[src/rtl/mult_sequencer.sv]
// Multi-cycle signed multiply controller: stalls the pipeline while a radix-2
// shift-add loop runs on latched operand magnitudes, then writes HI/LO.
module mult_sequencer #(
    parameter int unsigned WIDTH    = 32,
    parameter logic [3:0]  MULT_SEL = 4'b1011
) (
    input  logic             clk,
    input  logic             rst_n,
    input  logic             valid,
    input  logic [3:0]       alu_sel,
    input  logic [WIDTH-1:0] src_a,
    input  logic [WIDTH-1:0] src_b,
    input  logic             flush,
    output logic             busy,
    output logic             done,
    output logic [WIDTH-1:0] hi,
    output logic [WIDTH-1:0] lo
);

    localparam int unsigned    CW       = (WIDTH > 1) ? $clog2(WIDTH) : 1;
    localparam logic [CW-1:0]  CNT_LAST = CW'(WIDTH - 1);
    localparam logic [CW-1:0]  CNT_ONE  = CW'(1);

    typedef enum logic [1:0] {
        S_IDLE = 2'd0,
        S_RUN  = 2'd1,
        S_DONE = 2'd2
    } state_t;

    state_t               r_state;
    state_t               w_state_nxt;
    logic [CW-1:0]        r_count;
    logic [WIDTH-1:0]     r_mcand;
    logic [WIDTH-1:0]     r_mplier;
    logic [WIDTH:0]       r_acc;
    logic                 r_neg;
    logic [WIDTH-1:0]     r_hi;
    logic [WIDTH-1:0]     r_lo;
    logic                 r_done;

    logic                 w_start;
    logic                 w_last;
    logic [WIDTH:0]       w_addend;
    logic [WIDTH:0]       w_sum;
    logic [WIDTH:0]       w_acc_nxt;
    logic [WIDTH-1:0]     w_mplier_nxt;
    logic [2*WIDTH-1:0]   w_prod;
    logic [2*WIDTH-1:0]   w_result;

    // Unsigned magnitude; the most negative value maps onto itself, which is
    // exactly 2^(WIDTH-1) when read as unsigned.
    function automatic logic [WIDTH-1:0] mag_w(input logic [WIDTH-1:0] v);
        mag_w = v[WIDTH-1] ? -v : v;
    endfunction

    assign w_start = valid & (alu_sel == MULT_SEL) & ~flush
                   & ((r_state == S_IDLE) | (r_state == S_DONE));
    assign w_last  = (r_state == S_RUN) & (r_count == CNT_LAST);

    assign w_addend     = r_mplier[0] ? {1'b0, r_mcand} : {(WIDTH+1){1'b0}};
    assign w_sum        = r_acc + w_addend;
    assign w_acc_nxt    = {1'b0, w_sum[WIDTH:1]};
    assign w_mplier_nxt = {w_sum[0], r_mplier[WIDTH-1:1]};
    // Full product as it will sit in {acc,mplier} after this step's shift.
    assign w_prod       = {w_sum, r_mplier[WIDTH-1:1]};
    assign w_result     = r_neg ? -w_prod : w_prod;

    assign busy = (r_state == S_RUN) | w_start;
    assign done = r_done;
    assign hi   = r_hi;
    assign lo   = r_lo;

    // State register.
    always_ff @(posedge clk or negedge rst_n) begin
        if (!rst_n) begin
            r_state <= S_IDLE;
        end else begin
            r_state <= w_state_nxt;
        end
    end

    // Next-state logic; flush overrides every transition.
    always_comb begin
        w_state_nxt = r_state;
        if (flush) begin
            w_state_nxt = S_IDLE;
        end else begin
            case (r_state)
                S_IDLE:  w_state_nxt = w_start ? S_RUN : S_IDLE;
                S_RUN:   w_state_nxt = (r_count == CNT_LAST) ? S_DONE : S_RUN;
                S_DONE:  w_state_nxt = w_start ? S_RUN : S_IDLE;
                default: w_state_nxt = S_IDLE;
            endcase
        end
    end

    // Operand latch, shift-add datapath and HI/LO result registers.
    always_ff @(posedge clk or negedge rst_n) begin
        if (!rst_n) begin
            r_count  <= {CW{1'b0}};
            r_mcand  <= {WIDTH{1'b0}};
            r_mplier <= {WIDTH{1'b0}};
            r_acc    <= {(WIDTH+1){1'b0}};
            r_neg    <= 1'b0;
            r_hi     <= {WIDTH{1'b0}};
            r_lo     <= {WIDTH{1'b0}};
            r_done   <= 1'b0;
        end else begin
            r_done <= w_last & ~flush;
            if (w_start) begin
                r_mcand  <= mag_w(src_a);
                r_mplier <= mag_w(src_b);
                r_neg    <= src_a[WIDTH-1] ^ src_b[WIDTH-1];
                r_acc    <= {(WIDTH+1){1'b0}};
                r_count  <= {CW{1'b0}};
            end else if ((r_state == S_RUN) && !flush) begin
                r_acc    <= w_acc_nxt;
                r_mplier <= w_mplier_nxt;
                r_count  <= r_count + CNT_ONE;
                if (w_last) begin
                    r_hi <= w_result[2*WIDTH-1:WIDTH];
                    r_lo <= w_result[WIDTH-1:0];
                end else begin
                    r_hi <= r_hi;
                    r_lo <= r_lo;
                end
            end else begin
                r_acc    <= r_acc;
                r_mplier <= r_mplier;
                r_count  <= r_count;
            end
        end
    end

endmodule

[config.mk]
export PLATFORM = sky130hd
export DESIGN_NAME = mult_sequencer
export DESIGN_NICKNAME = d
export VERILOG_FILES = /design/src/rtl/mult_sequencer.sv
export SDC_FILE = /design/constraint.sdc
export NUM_CORES = 1
export LEC_CHECK = 0
export CORE_MARGIN = 8
export CORE_UTILIZATION = 57
export CTS_CLUSTER_SIZE = 28
export DETAILED_ROUTE_END_ITERATION = 7
export PLACE_DENSITY = 0.92
export SYNTH_ARGS = -nofsm -noshare
export SYNTH_HDL_FRONTEND = slang
export SYNTH_SLANG_ARGS = --single-unit
export TNS_END_PERCENT = 10
[constraint.sdc]
create_clock -name clk -period 4.2 [get_ports clk]
set_clock_uncertainty 0.05 [all_clocks]
set_input_delay 0.63 -clock clk [delete_from_list [all_inputs] [get_ports clk]]
set_output_delay 0.63 -clock clk [all_outputs]
set_load 0.02 [all_outputs]
======== Yosys cells after proc, flatten, opt, wreduce, memory -nomap -nowiden ========
Cells that the tools add are included.
cells by class
  $add $sub $neg .......................... 5
  eq/ne operators ......................... 4
  mux-type cells .......................... 14
  bitwise gates (word level) .............. 10
  reductions and logical operators ........ 6
operators with widths
  kind                                           count
  2-to-1 mux 32 bit                              5
  2-to-1 mux 33 bit                              2
  2-to-1 mux 64 bit                              1
  negation 32 bit                                2
  negation 64 bit                                1
  adder 33 x 32 -> 33 bit                        1
  2-to-1 mux 5 bit                               2
  adder 5 x 1 -> 5 bit, second input constant    1
  AND 1 bit                                      5
  == test 5 bit, second input constant           1
  == test 4 bit, second input constant           1
  2-to-1 mux 2 bit                               2
  one-hot mux 2 bit (2 select lines)             1
  AND reduction 3 bit                            1
  == test 2 x 1 -> 1 bit, second input constant  1
  == test 2 bit, second input constant           1
  logical NOT 2 bit                              1
  inverter 1 bit                                 2
  bitwise OR 1 bit                               2
  nonzero test 2 bit                             1
  OR reduction 2 bit                             1
  logical AND 1 bit                              1
  logical NOT 1 bit                              1
  2-to-1 mux 1 bit                               1
  XOR 1 bit                                      1
storage, ports and cells
  register bits after elaboration ......... 170
  input bits .............................. 72
  output and inout bits ................... 66

======== Depth between registers and ports, before layout ========
  depth in word-level cells ............... 7
  depth in mapped cells ................... 14
  depth with buffers taken out ............ 13

======== Worst setup path before layout ========
OpenSTA, ideal clock, no wires.
  path kind ............................... reg-to-reg
  from .................................... register r_mplier[0]
  to ...................................... register r_hi[30], in the netlist hi[30]
  setup time .............................. 0.123 ns
  arrival time ............................ 3.604 ns
  required time ........................... 4.027 ns
  slack ................................... 0.423 ns
  cell stages (with the launch flop) ...... 14
  buffers on the path ..................... 0
  period minus slack after synthesis ...... 3.777 ns
  cells stage by stage .................... dfrtp_1 and2_1 ha_1 fa_1 a21o_1 a311oi_2 o21ai_0 a2111oi_0 a311oi_1 nor4_1 nand4_1 o31ai_1 xor2_1 o21ai_1
between the ends
  word-level cells in the longest chain between the ends .. 4
ends and longest elaborated chain
  item                         line  RTL
  from (decl)                  34    logic [WIDTH-1:0] r_mplier;
  from (signal assigned)       102   r_mplier <= {WIDTH{1'b0}};
  from (signal assigned)       112   r_mplier <= mag_w(src_b);
  from (signal assigned)       118   r_mplier <= w_mplier_nxt;
  2-to-1 mux 32 bit (*)        60    assign w_addend = r_mplier[0] ? {1'b0, r_mcand} : {(WIDTH+1){1'b0}};
  adder 33 x 32 -> 33 bit (*)  61    assign w_sum = r_acc + w_addend;
  negation 64 bit              66    assign w_result = r_neg ? -w_prod : w_prod;
  2-to-1 mux 64 bit (*)        66
  to (signal assigned)         105   r_hi <= {WIDTH{1'b0}};
  to (signal assigned)         121   r_hi <= w_result[2*WIDTH-1:WIDTH];
  to (signal assigned)         124   r_hi <= r_hi;
  to (decl)                    37    logic [WIDTH-1:0] r_hi;
Every way passes the cells marked *; elsewhere a longest branch is shown, timed or not.
A chain may end at the register's enable or synchronous reset.

======== Final worst setup path ========
  from .................................... register r_mplier[0]
  to ...................................... register r_hi[31], in the netlist hi[31]
Same word-level chain as after synthesis.

==> key figures <==
Run
  – Max-cap violation count: 0

Route
  – WL per Instance: ~19 um
  – Routed via count: 10690
  – Via density: 6.290
  – TritonRoute pass-1 iters: 5
  – # DRC: 0
  – DR iter-0 viols: 1145
  – ANT nets after route: 0
  – Wirelength, routed: 32750 um

Global route
  – Global-route wire length before repair: 52430 um
  – Total track usage: 26.82%
  – Initial antenna violation count: 0
  – Vias in the first global route: 10250
  – Total global routing overflow: 0
  – Largest net degree at the start of global routing: between 100 and 150

STA
  – Slew margin rel.: 17.20%
  – Crit share post-route: 95.77%
  – Finish-stage setup viols: 0
  – Max-slew violation count: 0
  – Worst-Margin Slew: 1.238 ns
  – Tmin final: roughly 4 ns
  – Fin Hold WS: 0.2079 ns
  – Final hold vios: 0
  – Max Freq: 248.6 MHz
  – Setup TNS: 0 ns

Cells and area
  – # diodes: 0
  – Design area: 13550 um^2
  – Area Growth Syn to Fin: 22.44%
  – Share of cells above drive strength 1: 8.438%
  – # nets final: about 1500

Setup path
  – CP arrival: roughly 4.3 ns
  – Critical Path, Cell by Cell: buf_12 > and2_1 > ha_1 > a21o_1 > a311oi_4 > o21ai_2 > buf_4 > and3_1 > nor4b_1 > nand3b_1 > o2111ai_1 > o41ai_2 > xnor2_1 > o21ai_1
  – CP Class: reg2reg
  – CP peak stage delay: around 0.44 ns
  – Critical path's slowest cell: a311oi_4
  – CP max FO: 31
  – Worst path required time: 4.43 ns
  – CP Capture Type: register
  – Crit start category: register

Yosys
  – Mapped cell area: roughly 11000 um^2
  – Yosys top cell by area: dfrtp_1
  – Top-count cell post-synth: o21ai_0
  – Top post-synthesis cells by area: dfrtp_1 38%, o21ai_0 9.0%, xor2_1 8.3%
  – Adder-cell area share of the yosys netlist: 4.366%
  – Post-Synth Simple-Gate Area: 19.12%
  – Syn_nets: 1404
  – Sequential fraction of the synthesis area: 38.23%
  – YS warnings: 0
  – Post-synthesis async set-or-reset flop share: 100.0%
  – Xor-xnor portion of the synthesized cell area: 11.40%
  – EDFF count, synth: 0
  – Top_reg_cell synth: dfrtp_1
  – Largest family of logic cells by synthesized area: compound AO/OA/AOI/OAI gates
  – Top cells by count, synth: 199 x o21ai_0, 191 x nand2_1, 169 x dfrtp_1
  – Number of synthesized register bits: 169
  – Cell count after synthesis: 1294
  – Post-synthesis mux area share: less than 1%
  – Post-synthesis average cell area: roughly 8.5 um^2
  – Post-synthesis cell type count: 70
  – Synth Area in Compound Gates: 22.54%
  – Yosys top cell area share: 38.23%

Clock network
  – Max clock buf depth: 2
  – # hold bufs at CTS: 0
  – Worst-path clk slew: 0.07 ns
  – Clock latency on the worst-skew pair: 0.45 ns
  – Root buffer cell: clkbuf_16
  – CTS tree: done
  – H-tree Lvls: 4
  – Clock Sinks: about 170
  – CTS Buf Count: 17

Die
  – Core footprint: between 15000 and 20000 um^2
  – Initial Util: between 50% and 60%
  – Die W: 155.3 um
  – DIE AREA: ~24000 um^2
  – Rows: between 50 and 60
  – Top-level I/O count: 138
  – Die H: 155.3 um

Hold path
  – Worst Hold Class: in2async

Placement
  – GP Congestion: 0.9378
  – Placed instance area: between 10000 and 15000 um^2
  – IO Port Bufs: 137
  – DP Wirelength: 23490 um

Run status
  – Status: completed

Power
  – Leakage: 5.991 nW
  – Pwr/cell area: a little over 400 nW/um^2
  – Peak VDD IR: 0.2700 mV
  – Overall power: 5.601 mW
-- path summary, 6_finish.rpt --
| path | from | to | slack [ns] | cells past startpoint |
|---|---|---|---|---|
| max | r_mplier[0] | hi[31] | 0.18 | 14 |
| min | rst_n | lo[30] | 0.21 | 1 |
| max reg2reg | r_mplier[0] | hi[31] | 0.18 | 14 |
| min reg2reg | r_mcand[31] | r_mcand[31] | 0.42 | 1 |
| max in group asynchronous | rst_n | r_acc[26] | 2.92 | 2 |
| min in group clk | r_mcand[31] | r_mcand[31] | 0.42 | 1 |
-- what timing repair did --
action,in CTS,in global routing
setup endpoints to repair,1,13
setup buffers,0,2
pin swaps,0,9
gates resized for setup,2,21
-- flip-flops by register name, summed over array words and instances (netlist names) --
register  count
r_count       5
r_state       2
done          1
r_mcand      32
r_mplier     32
hi           32
lo           32
r_acc        32
r_neg         1
-- final cells by class --
| cell class | count | area, um^2 |
|---|---|---|
| sequential | 169 | 4229 |
| clock inverter | 14 | 141.4 |
| inverter | 23 | 86.33 |
| clock buffer | 18 | 429.2 |
| multi-input combinational | 1024 | 6575 |
| tap | 265 | 331.6 |
| fill | 1482 | 5725 |
| timing repair buffer | 186 | 1753 |
-- cell families after synthesis --
| group | after synthesis |
|---|---|
| DFF | 169 |
| adders and majority gates | 38 |
| AOI/OAI and AO/OA | 404 |
| and+or+nand+nor | 429 |
| xor gates and xnor gates | 144 |
| muxes | 9 |
| buffers and inverters | 101 |
-- placed cells by master (no fill, tap or decap), drive strengths merged, types with 8 or more instances in the layout --
cell type and n:
nand4 10, o21ai 206, clkbuf 18, a21o 12
nor4 8, nand2 191, and2 36, a21oi 45
o41ai 17, or3 17, buf 50, nor3 13
ha 37, a22oi 30, dfrtp 169, nor2 46
xnor2 39, inv 28, o31ai 31, xor2 105
mux2i 9, clkdlybuf4s50 136, nand3 49, or4 19
-- routing by layer --
layer	up-vias	share of wire, %	track usage (%)
met2	576	45	40.97
met1	5092	42	36.64
li1	4914	-	-
met4	0	3.4	10.54
met3	104	9.4	5.770
met5	-	0	0
-- worst max-delay path, delay by kind of cell, from the launching register on --
family                     cells  cell delay (ns)
buffers and inverters          2             0.33
xor gates and xnor gates       1             0.18
DFF                            1             0.43
adders and majority gates      1             0.37
and+or+nand+nor                4             0.89
AOI/OAI and AO/OA              6             1.59
-- stage by stage --
step	worst slack (ns)	instances	util, %
final	0.1777	1699	70.29
after global routing	-0.02458	1699	70.29
after CTS	0.02230	1697	69.72
after detailed placement	0.01586	1665	66.73
after global placement	0.2365	1665	66.73
after floorplan	0.4229	1294	-
-- power by group --
part / internal, mW / total (mW) / leakage (nW) / switching, mW
combinational: 0.845 / 1.98 / 3.44 / 1.14
sequential: 1.83 / 2.07 / 2.27 / 0.241
clock: 0.831 / 1.55 / 0.280 / 0.718
Note: power is estimated with default switching activity, not from simulation.
==> patch: new RTL, same settings <==
Remove the register `r_done`: a continuous assignment takes its place, so the output `done` follows one clock earlier.
--- a/src/rtl/mult_sequencer.sv
+++ b/src/rtl/mult_sequencer.sv
@@ -106,5 +106,3 @@
             r_lo     <= {WIDTH{1'b0}};
-            r_done   <= 1'b0;
         end else begin
-            r_done <= w_last & ~flush;
             if (w_start) begin
@@ -134,2 +132,4 @@
 
+    assign r_done = w_last & ~flush;
+
 endmodule
Behaviour: no difference found for any inputs over 4 cycles, from zero or initial values and one cycle with rst_n low; that may be too few to reach the edited logic, so the function may still have changed.
==> patch against the original RTL <==
- power increased by 0.58%
- setup slack got worse by 38 ps
- cell area shrank 0.15%
- wire length down 4.0%
- sequential cell count decreased by 1
- clock power grew 5%
- maximum frequency down 0.94%
- first-iteration DRC count decreased by 13%
- synthesized area decreased by 0.23%
- critical endpoint unchanged
- largest cell class unchanged
==> patch: results (changes against the original RTL) <==
outcome finished, final reports clean; DR vias/cell 6.17 (-1.8%); syn_nets 1,403 (-0.071%); Clk pin slew, worst setup/hold paths 70 ps (about the same); H-tree depth 4 (unchanged); Clock Root Buffer clkbuf_16; sequential fraction of the synthesis area 0.381 (-0.00140); antenna fix cells 0 (unchanged); Hold WC Path Type in2async; DP Worst Slack 146 ps (+130 ps); grt ovf 0 (unchanged); Synth top cells by count o21ai_0 (199), nand2_1 (191), dfrtp_1 (168), xor2_1 (105), clkbuf_1 (65); Synth cell types 70 (unchanged); GPL Wtd Cong 0.975 (+3.9%); Layout fillers 1,391 (-6.1%); GRT Resource Usage Total 0.261 (-0.00669); PortBufs 137 (unchanged); Inst Count DP 1,667 (+0.12%); placed wire-length estimate 22.8 mm (-2.8%); Routed WL 31.4 mm (-4.0%); Clock Path Buffers 2 (unchanged); first-pass GRT wire length 51.2 mm (-2.4%); Max IR drop VDD 0.347 mV (+29%); setup bufs post-CTS 0 (unchanged); Yosys warnings 0 (unchanged); post-DR wirelength/cell 18.5 um (-4.0%); initial drt markers 998 (-13%); Leak 0.00598 uW (-0.15%); vias in the first global route 10,100 (-1.1%); largest net degree at the start of global routing 129 (-0.77%); worst skew pair latency 440 ps; initial antenna violation count 0 (unchanged); Crit Path Max Fanout 6 (-81%); layout cells sized above 1 0.0802 (-0.00418); number of buffers created by CTS 17 (unchanged); slew margin rel. 0.233 (+0.0611); synth top area cells dfrtp_1 (38%), o21ai_0 (9.0%), xor2_1 (8.3%); Pre-antenna DRT Iters 8 (+3); # nets final 1,531 (unchanged); Gate Count Post-Synth 1,293 (-0.077%); ys async rst share 1.00 (unchanged); WP data arrival 4290 ps (+40 ps)
-- patch: cell count changes after synthesis --
cell	delta
dfrtp_1	-1
-- patch: critical path: stages (launching register included) --
cell and delay, ps:
dfrtp_1 380, and2_1 160, ha_1 210, fa_1 430, a21o_1 250, a311oi_4 390, o21ai_0 200, a2111oi_1 380
a311oi_1 120, nor4_1 350, buf_4 190, nand4_2 190, o41ai_4 330, xnor2_1 180, o21ai_1 90
-- patch: power breakdown --
part	total (uW)	switching [uW]	internal [uW]
Clock	1620	744	880
Sequential	2050	235	1820
Combinational	1960	1130	830
Total	5630	2110	3530
-- patch: cell type report --
cell class / instances / area share
clock inverter: 13 / 0.0116
inverter: 23 / 0.00638
tap: 265 / 0.0245
timing repair buffer: 187 / 0.130
multi-input combinational: 1024 / 0.483
clock buffer: 19 / 0.0335
sequential: 168 / 0.311
-- patch: timing repair --
| item | in CTS | in global routing |
|---|---|---|
| resized for setup | 0 | 12 |
| endpoints found under the hold margin | 0 | 0 |
| setup endpoints to repair | 0 | 12 |
-- patch: worst paths after layout --
path                                             start                      to  slack [ps]  depth (start not counted)
worst max-delay path            r_mcand[0]$_DFFE_PN0P_      hi[31]$_DFFE_PN0P_         140                         14
worst min-delay path                             rst_n  r_mcand[1]$_DFFE_PN0P_         280                          1
worst max register to register  r_mcand[0]$_DFFE_PN0P_      hi[31]$_DFFE_PN0P_         140                         14
worst min register to register  r_mcand[5]$_DFFE_PN0P_  r_mcand[5]$_DFFE_PN0P_         420                          2
max in group asynchronous                        rst_n      hi[21]$_DFFE_PN0P_        2930                          2
min in group clk                r_mcand[5]$_DFFE_PN0P_  r_mcand[5]$_DFFE_PN0P_         420                          2
-- patch: cells by family (layout without fill, tap and decap cells) --
kind of cell / after synthesis / in the layout / share of synthesized area
xor+xnor: 144 / 144 / 0.114
flops: 168 / 168 / 0.381
compound gates: 404 / 404 / 0.226
mux: 9 / 9 / 0.00816
simple gates: 429 / 429 / 0.192
fa+ha+maj: 38 / 38 / 0.0438
buf+inv: 101 / 242 / 0.0354
-- patch: metal layers --
layer / track usage / share of wire / up-vias
met1: 0.352 / 0.44 / 5012
met4: 0.110 / 0.031 / 0
met5: 0 / 0 / -
met3: 0.0455 / 0.077 / 81
li1: - / - / 4916
met2: 0.410 / 0.45 / 481
-- patch: stage by stage --
| stage | util | cell area, um^2 |
|---|---|---|
| final | 0.704 | 13500 |
| after global routing | 0.704 | 13500 |
| after CTS | 0.701 | 13500 |
| after detailed placement | 0.669 | 12900 |
| after global placement | 0.669 | 12900 |
| after floorplan | - | 11000 |
